## src/rtl/picture_loader.sv

```systemverilog
`default_nettype none
// ============================================================================
// picture_loader -- streams 8-bit palette indices into an image RAM, row-major
// Revision: 1.0
// ============================================================================
module picture_loader #(
  parameter int WIDTH     = 72,
  parameter int HEIGHT    = 512,
  parameter int STRIDE    = 72,
  parameter int ADDR_BITS = 16
) (
  input  logic                 pixel_clk,
  input  logic                 reset,
  input  logic                 start,
  input  logic                 abort,
  input  logic [ADDR_BITS-1:0] base_addr,
  input  logic                 window,
  input  logic [7:0]           in_data,
  input  logic                 in_valid,
  output logic                 in_ready,
  output logic                 mem_we,
  output logic [ADDR_BITS-1:0] mem_addr,
  output logic [7:0]           mem_data,
  output logic                 busy,
  output logic                 done
);

  localparam int COL_W = (WIDTH  > 1) ? $clog2(WIDTH)  : 1;
  localparam int ROW_W = (HEIGHT > 1) ? $clog2(HEIGHT) : 1;
  localparam logic [COL_W-1:0]     LAST_COL = COL_W'(WIDTH - 1);
  localparam logic [ROW_W-1:0]     LAST_ROW = ROW_W'(HEIGHT - 1);
  localparam logic [ADDR_BITS-1:0] STRIDE_A = ADDR_BITS'(STRIDE);

  typedef enum logic [0:0] {
    IDLE = 1'b0,
    LOAD = 1'b1
  } state_t;

  state_t                 state_q, state_d;
  logic [COL_W-1:0]       col_q, col_d;
  logic [ROW_W-1:0]       row_q, row_d;
  logic [ADDR_BITS-1:0]   row_base_q, row_base_d;
  logic                   mem_we_q, mem_we_d;
  logic [ADDR_BITS-1:0]   mem_addr_q, mem_addr_d;
  logic [7:0]             mem_data_q, mem_data_d;
  logic                   done_q, done_d;
  logic                   xfer;

  assign in_ready = (state_q == LOAD) && window && !abort;
  assign xfer     = in_valid && in_ready;
  assign busy     = (state_q == LOAD);
  assign mem_we   = mem_we_q;
  assign mem_addr = mem_addr_q;
  assign mem_data = mem_data_q;
  assign done     = done_q;

  always_ff @(posedge pixel_clk or posedge reset) begin
    if (reset) begin
      state_q    <= IDLE;
      col_q      <= '0;
      row_q      <= '0;
      row_base_q <= '0;
      mem_we_q   <= 1'b0;
      mem_addr_q <= '0;
      mem_data_q <= '0;
      done_q     <= 1'b0;
    end else begin
      state_q    <= state_d;
      col_q      <= col_d;
      row_q      <= row_d;
      row_base_q <= row_base_d;
      mem_we_q   <= mem_we_d;
      mem_addr_q <= mem_addr_d;
      mem_data_q <= mem_data_d;
      done_q     <= done_d;
    end
  end

  always_comb begin
    state_d    = state_q;
    col_d      = col_q;
    row_d      = row_q;
    row_base_d = row_base_q;
    mem_we_d   = 1'b0;
    mem_addr_d = mem_addr_q;
    mem_data_d = mem_data_q;
    done_d     = 1'b0;

    case (state_q)
      IDLE: begin
        if (start && !abort) begin
          state_d    = LOAD;
          row_base_d = base_addr;
          col_d      = '0;
          row_d      = '0;
        end
      end
      LOAD: begin
        if (abort) begin
          state_d = IDLE;
        end else if (xfer) begin
          mem_we_d   = 1'b1;
          // row_base tracks the start of the current row, so the address is a
          // running sum and wraps naturally at 2^ADDR_BITS.
          mem_addr_d = row_base_q + ADDR_BITS'(col_q);
          mem_data_d = in_data;
          if (col_q == LAST_COL) begin
            col_d      = '0;
            row_base_d = row_base_q + STRIDE_A;
            if (row_q == LAST_ROW) begin
              row_d   = '0;
              state_d = IDLE;
              done_d  = 1'b1;
            end else begin
              row_d = row_q + ROW_W'(1);
            end
          end else begin
            col_d = col_q + COL_W'(1);
          end
        end
      end
      default: state_d = IDLE;
    endcase
  end

endmodule
`default_nettype wire

```

## config.mk

```make
export PLATFORM = sky130hd
export DESIGN_NAME = picture_loader
export DESIGN_NICKNAME = d
export VERILOG_FILES = /design/src/rtl/picture_loader.sv
export SDC_FILE = /design/constraint.sdc
export NUM_CORES = 1
export LEC_CHECK = 0
export ABC_CLOCK_PERIOD_IN_PS = 1900
export CORE_MARGIN = 2
export CORE_UTILIZATION = 45
export CTS_CLUSTER_SIZE = 25
export DETAILED_ROUTE_END_ITERATION = 7
export GPL_TIMING_DRIVEN = 0
export PLACE_DENSITY = 0.73
export SLEW_MARGIN = 10
export SYNTH_ARGS = -nofsm -noshare
export SYNTH_HDL_FRONTEND = slang
export SYNTH_SLANG_ARGS = --single-unit
```

## constraint.sdc

```tcl
create_clock -name pixel_clk -period 1.9 [get_ports pixel_clk]
set_input_delay 0.285 -clock pixel_clk [delete_from_list [all_inputs] [get_ports pixel_clk]]
set_output_delay 0.285 -clock pixel_clk [all_outputs]
set_load 0.01 [all_outputs]
```

; ---- Yosys cells after proc, flatten, opt, wreduce, memory -nomap -nowiden
; Index checks and enable logic that the tools add are counted.
[word_totals]
wordCells = 58
out_inout_bits = 28
register_bits = 59
[op_classes]
reduce_logical = 8
n_eq_ne = 6
n_mux = 30
n_bitwise = 2
addsub = 4
[op_table]
columns = op, n
row1 = $mux W16, 4
row2 = $mux W9, 5
row3 = $pmux W16 S2, 1
row4 = $mux W7, 4
row5 = $pmux W9 S2, 1
row6 = $add A16 B7 Y16, 1
row7 = $add A16 B7 Y16 const B, 1
row8 = $pmux W7 S2, 1
row9 = $mux W1, 13
row10 = $add A9 B1 Y9 const B, 1
row11 = $eq A9 B9 Y1 const B, 1
row12 = $add A7 B1 Y7 const B, 1
row13 = $eq A7 B7 Y1 const B, 1
row14 = $reduce_and A3 Y1, 2
row15 = $logic_and A1 B1 Y1, 4
row16 = $ne A2 B1 Y1 const B, 2
row17 = $ne A2 B2 Y1 const B, 2
row18 = $reduce_and A4 Y1, 1
row19 = $not A1 Y1, 2
row20 = $pmux W1 S2, 1
row21 = $logic_not A1 Y1, 1

; ---- Depth between registers and ports, before layout
[logic_depth]
depth_word = 6
depth_mapped = 10
depth_no_buf = 9

; ---- Worst setup path after synthesis
; No wires, ideal clock.
[synth_timing]
kind = reg-to-reg
from = register row_q[0]
to = register row_q[2]
path_stages_with_launch = 11
path_slack_ns = -0.145
arrival_time_ns = 1.969
n_path_buf = 1
path_cell_list = dfrtp_1 ha_1 and3_1 and3_1 and3_1 ha_1 nand2b_1 clkbuf_1 nor2_2 nand2_1 o21ai_1
[synth_between]
elab_chain_len = 6
[synth_rtl]
columns = item, line
row1 = from (decl), 41  ; logic [ROW_W-1:0] row_q, row_d;
row2 = from (signal assigned), 70  ; row_q <= row_d;
row3 = $add A9 B1 Y9 / $eq A9 B9 Y1 (equally long branches), "115, 110"
row4 = $mux W9 (*), 110  ; if (row_q == LAST_ROW) begin
row5 = $mux W9 (*), 107  ; if (col_q == LAST_COL) begin
row6 = $mux W9 (*), 101  ; end else if (xfer) begin
row7 = $mux W9 (*), 99  ; if (abort) begin
row8 = $pmux W9 S2 (*), 89  ; case (state_q)
; Mark *: on every way between the ends. The rest lies on a longest branch, timed or not. The select of a mux whose other input is x is not followed.
; A chain may end at the register's enable or synchronous reset.

; ---- Worst setup path in the final report
[layout_timing]
from = register row_base_q[0]
to = register mem_addr_q[10] (netlist: mem_addr[10])
[layout_between]
elab_chain_len = 1
[layout_rtl]
columns = item, line
row1 = from (decl), 42  ; logic [ADDR_BITS-1:0] row_base_q, row_base_d;
row2 = from (signal assigned), 71  ; row_base_q <= row_base_d;
row3 = $add A16 B7 Y16, 105  ; mem_addr_d = row_base_q + ADDR_BITS'(col_q);
row4 = to (signal assigned), 73  ; mem_addr_q <= mem_addr_d;
row5 = to (decl), 44  ; logic [ADDR_BITS-1:0] mem_addr_q, mem_addr_d;
; Every way passes these cells.

==> results.txt <==
result of the run = complete, but fails checks
failing checks = setup timing
half-perimeter wire length after placement = 5220 um
most area-hungry cell type in the Yosys netlist = dfrtp_1
data required time of the worst path = 2110 ps
largest fanout on the critical path = 4
final count of negative-setup-slack endpoints = 4
endpoint type of the worst setup path = flop
slowest stage delay, CP = 390 ps
post-route setup TNS = -107 ps
number of pins exceeding their max-slew limit in the final report = 0
initial antenna violation count = 0
largest family of logic cells by synthesized area = compound AO/OA/AOI/OAI gates
worst vdd rail ir drop = 0.481 mV
source-to-sink clock delay at the later pin of the worst-skew pair = 340 ps
pin count of the biggest net entering global routing = 60
Total Routed Length = 7910 um
number of primary I/O pins = 58
TritonCTS Buffers = 9
share of synthesized flip-flops with an asynchronous set or reset = 100%
PnR worst setup slack = -34.1 ps
cell row count = 30
cells along the critical path = ha_2 > fa_2 > a211o_1 > a21oi_4 > nor2_1 > xnor2_1 > o21ai_1
Post-Place Cells = 512
clk_skew = 8.86 ps
Arrival @ worst endpoint = 2150 ps
Die Span X = 88.6 um
Max Clock Freq = 517 MHz
mux cell area share after synthesis = 1.98%
number of nets in the layout = 495
xor/xnor share of the synthesized area = 3.81%
overall global routing resource usage = 21.1%
max-capacitance violation count = 0
DR vias/cell = 5.28
number of register bits inferred by synthesis = 59
maximum level of the CTS H-tree = 3
DRT iter0 DRCs = 173
fraction of layout instances using a drive strength above 1 = 24.2%
kind of launch point of the worst setup path = flop
number of nets in the synthesized netlist = 401
I/O Buffers = 57
area of the core = 6870 sq um
slowest stage cell on the critical path = dfrtp_1
initial standard-cell utilization of the core = 46.8%
Static Leakage = 2.00 nW
Clock transition at path regs = 80 ps
antenna-violating nets left = 0
fin area = 4580 sq um
area of the die = 7840 sq um
Synth area leaders = dfrtp_1, nand2_1, o21ai_0, ha_1, a21oi_1
worst hold path class = in2async
cells after synthesis = 359
clock net sink count = 59
Cell variety after synth = 52
worst slew margin relative to its limit = 50.8%
detailed-routing iteration count for the pre-antenna-repair pass = 4
Worst Path Buf+Inv = 0
via count of the first global-routing pass = 2820
post-synth top area share = 45.9%
area fraction in and, or, nand and nor cells after synthesis = 19.2%
routed len/inst = 14.3 um
area of placed instances = 3950 sq um
die height = 88.6 um
overall power = 4.36 mW
CTS tree = yes
cell area after synthesis = 3220 sq um
most used flip-flop cell after synthesis = dfrtp_1
total power density per cell area = 953 nW/um^2
count of endpoints failing hold in the final timing report = 0
Crit. path cell count = 7
wire length of the first global-routing pass = 12900 um
Final min period = 1930 ps
CTS Buffer Depth = 2
number of antenna diodes = 0
compound-cell area share of the yosys netlist = 20.4%
slew at the pin closest to its max-slew limit = 739 ps
final clock period utilization by the worst path = 102%
P&R area growth vs syn = 42.4%
count of unresolved DRC violations after routing = 0
Setup CP Type = reg2reg
Worst Reg-to-Reg Cells = 7
Post-Synth Adder-Cell Area = 4.90%
portion of the post-synthesis area used by sequential elements = 45.9%
number of enable flip-flop cells after synthesis = 0
count of vias placed by the detailed router = 2927
total congestion overflow = 0
RSZ-0062 raised after global routing = true
Yosys Warn Count = 0
RePlAce Congestion = 0.814
clock root buffer = clkbuf_8
cell type group with the largest total delay on the critical path = compound AO/OA/AOI/OAI gates
worst reg2reg setup slack = -30 ps
hold_buf cts = 0
synthesized area per cell = 8.96 sq um
number of cells in the finished layout apart from fillers = 554
cell usage after synthesis, types with 8 or more instances:
master     n
nand2_1   72
dfrtp_1   59
o21ai_0   32
a21oi_1   22
nor2_1    18
o21ai_1   15
clkbuf_1  14
nand3_1   13
ha_1      11
o22ai_1    8
repair_timing:
action,in CTS,in global routing
endpoints found under the setup margin,35,45
setup buffers,18,8
resized for setup,27,41
gates cloned,0,1
pin swaps,15,20
final cells by class:
| class | count | area [sq um] |
|---|---|---|
| Fill cell | 534 | 2290 |
| Multi-Input combinational cell | 273 | 1820 |
| Clock buffer | 9 | 124 |
| Buffer | 19 | 135 |
| Sequential cell | 59 | 1480 |
| Inverter | 7 | 28.8 |
| Timing Repair Buffer | 84 | 801 |
| Clock inverter | 7 | 68.8 |
| Tap cell | 96 | 120 |
cells by family after synthesis:
kind of cell	after synthesis
xor gates and xnor gates	14
DFF	59
adders and majority gates	12
muxes	6
buffers and inverters	27
AOI/OAI and AO/OA	106
and+or+nand+nor	135
registers in the layout, indices dropped and copies added, names as in the netlist:
name / cells
mem_addr: 16
row_q: 9
mem_we: 1
row_base_q: 16
busy: 1
done: 1
mem_data: 8
col_q: 7
final timing paths:
check / start / to
max: row_base_q[0] / mem_addr[10]
min: reset / mem_addr[12]
max reg2reg: row_base_q[0] / mem_addr[10]
min reg2reg: mem_data[4] / mem_data[4]
max in group asynchronous: reset / busy
min in group pixel_clk: in_data[1] / mem_data[1]
routing by layer:
metal	vias to the layer above	share of wire (%)	track usage [%]
li1	1455	-	-
met1	1391	47	27.8
met2	70	47	34.5
met3	11	4.1	4.01
met4	0	1.4	8.13
met5	-	0	0
placed cells by master (no fill, tap or decap), types with 6 or more instances in the layout:
cell | Yosys | final
nand2_1 | 72 | 70
a21oi_2 | 7 | 10
nand3_1 | 13 | 13
inv_1 | 7 | 6
clkbuf_1 | 14 | 9
dfrtp_1 | 59 | 54
nor2_1 | 18 | 14
buf_4 | 1 | 23
xnor2_1 | 7 | 7
xor2_1 | 7 | 7
a21oi_1 | 22 | 16
o22ai_1 | 8 | 8
o21ai_0 | 32 | 25
o21ai_1 | 15 | 17
clkbuf_8 | 0 | 11
clkdlybuf4s50_1 | 0 | 56
metrics by stage:
stage	setup slack, ps	util, %	hold WS (ps)
finish	-34.1	66.7	407
global placement	-974	57.5	456
global route	-158	66.7	467
CTS	-69.7	63.5	450
detailed placement	-406	57.5	461
floorplan	12.4	-	358
where the power goes:
part | internal [mW] | switching, mW | total, mW
combinational | 0.760 | 0.734 | 1.49
sequential | 1.52 | 0.213 | 1.74
clock | 0.600 | 0.534 | 1.13
total | 2.88 | 1.48 | 4.36
Note: power is estimated with default switching activity, not from simulation.
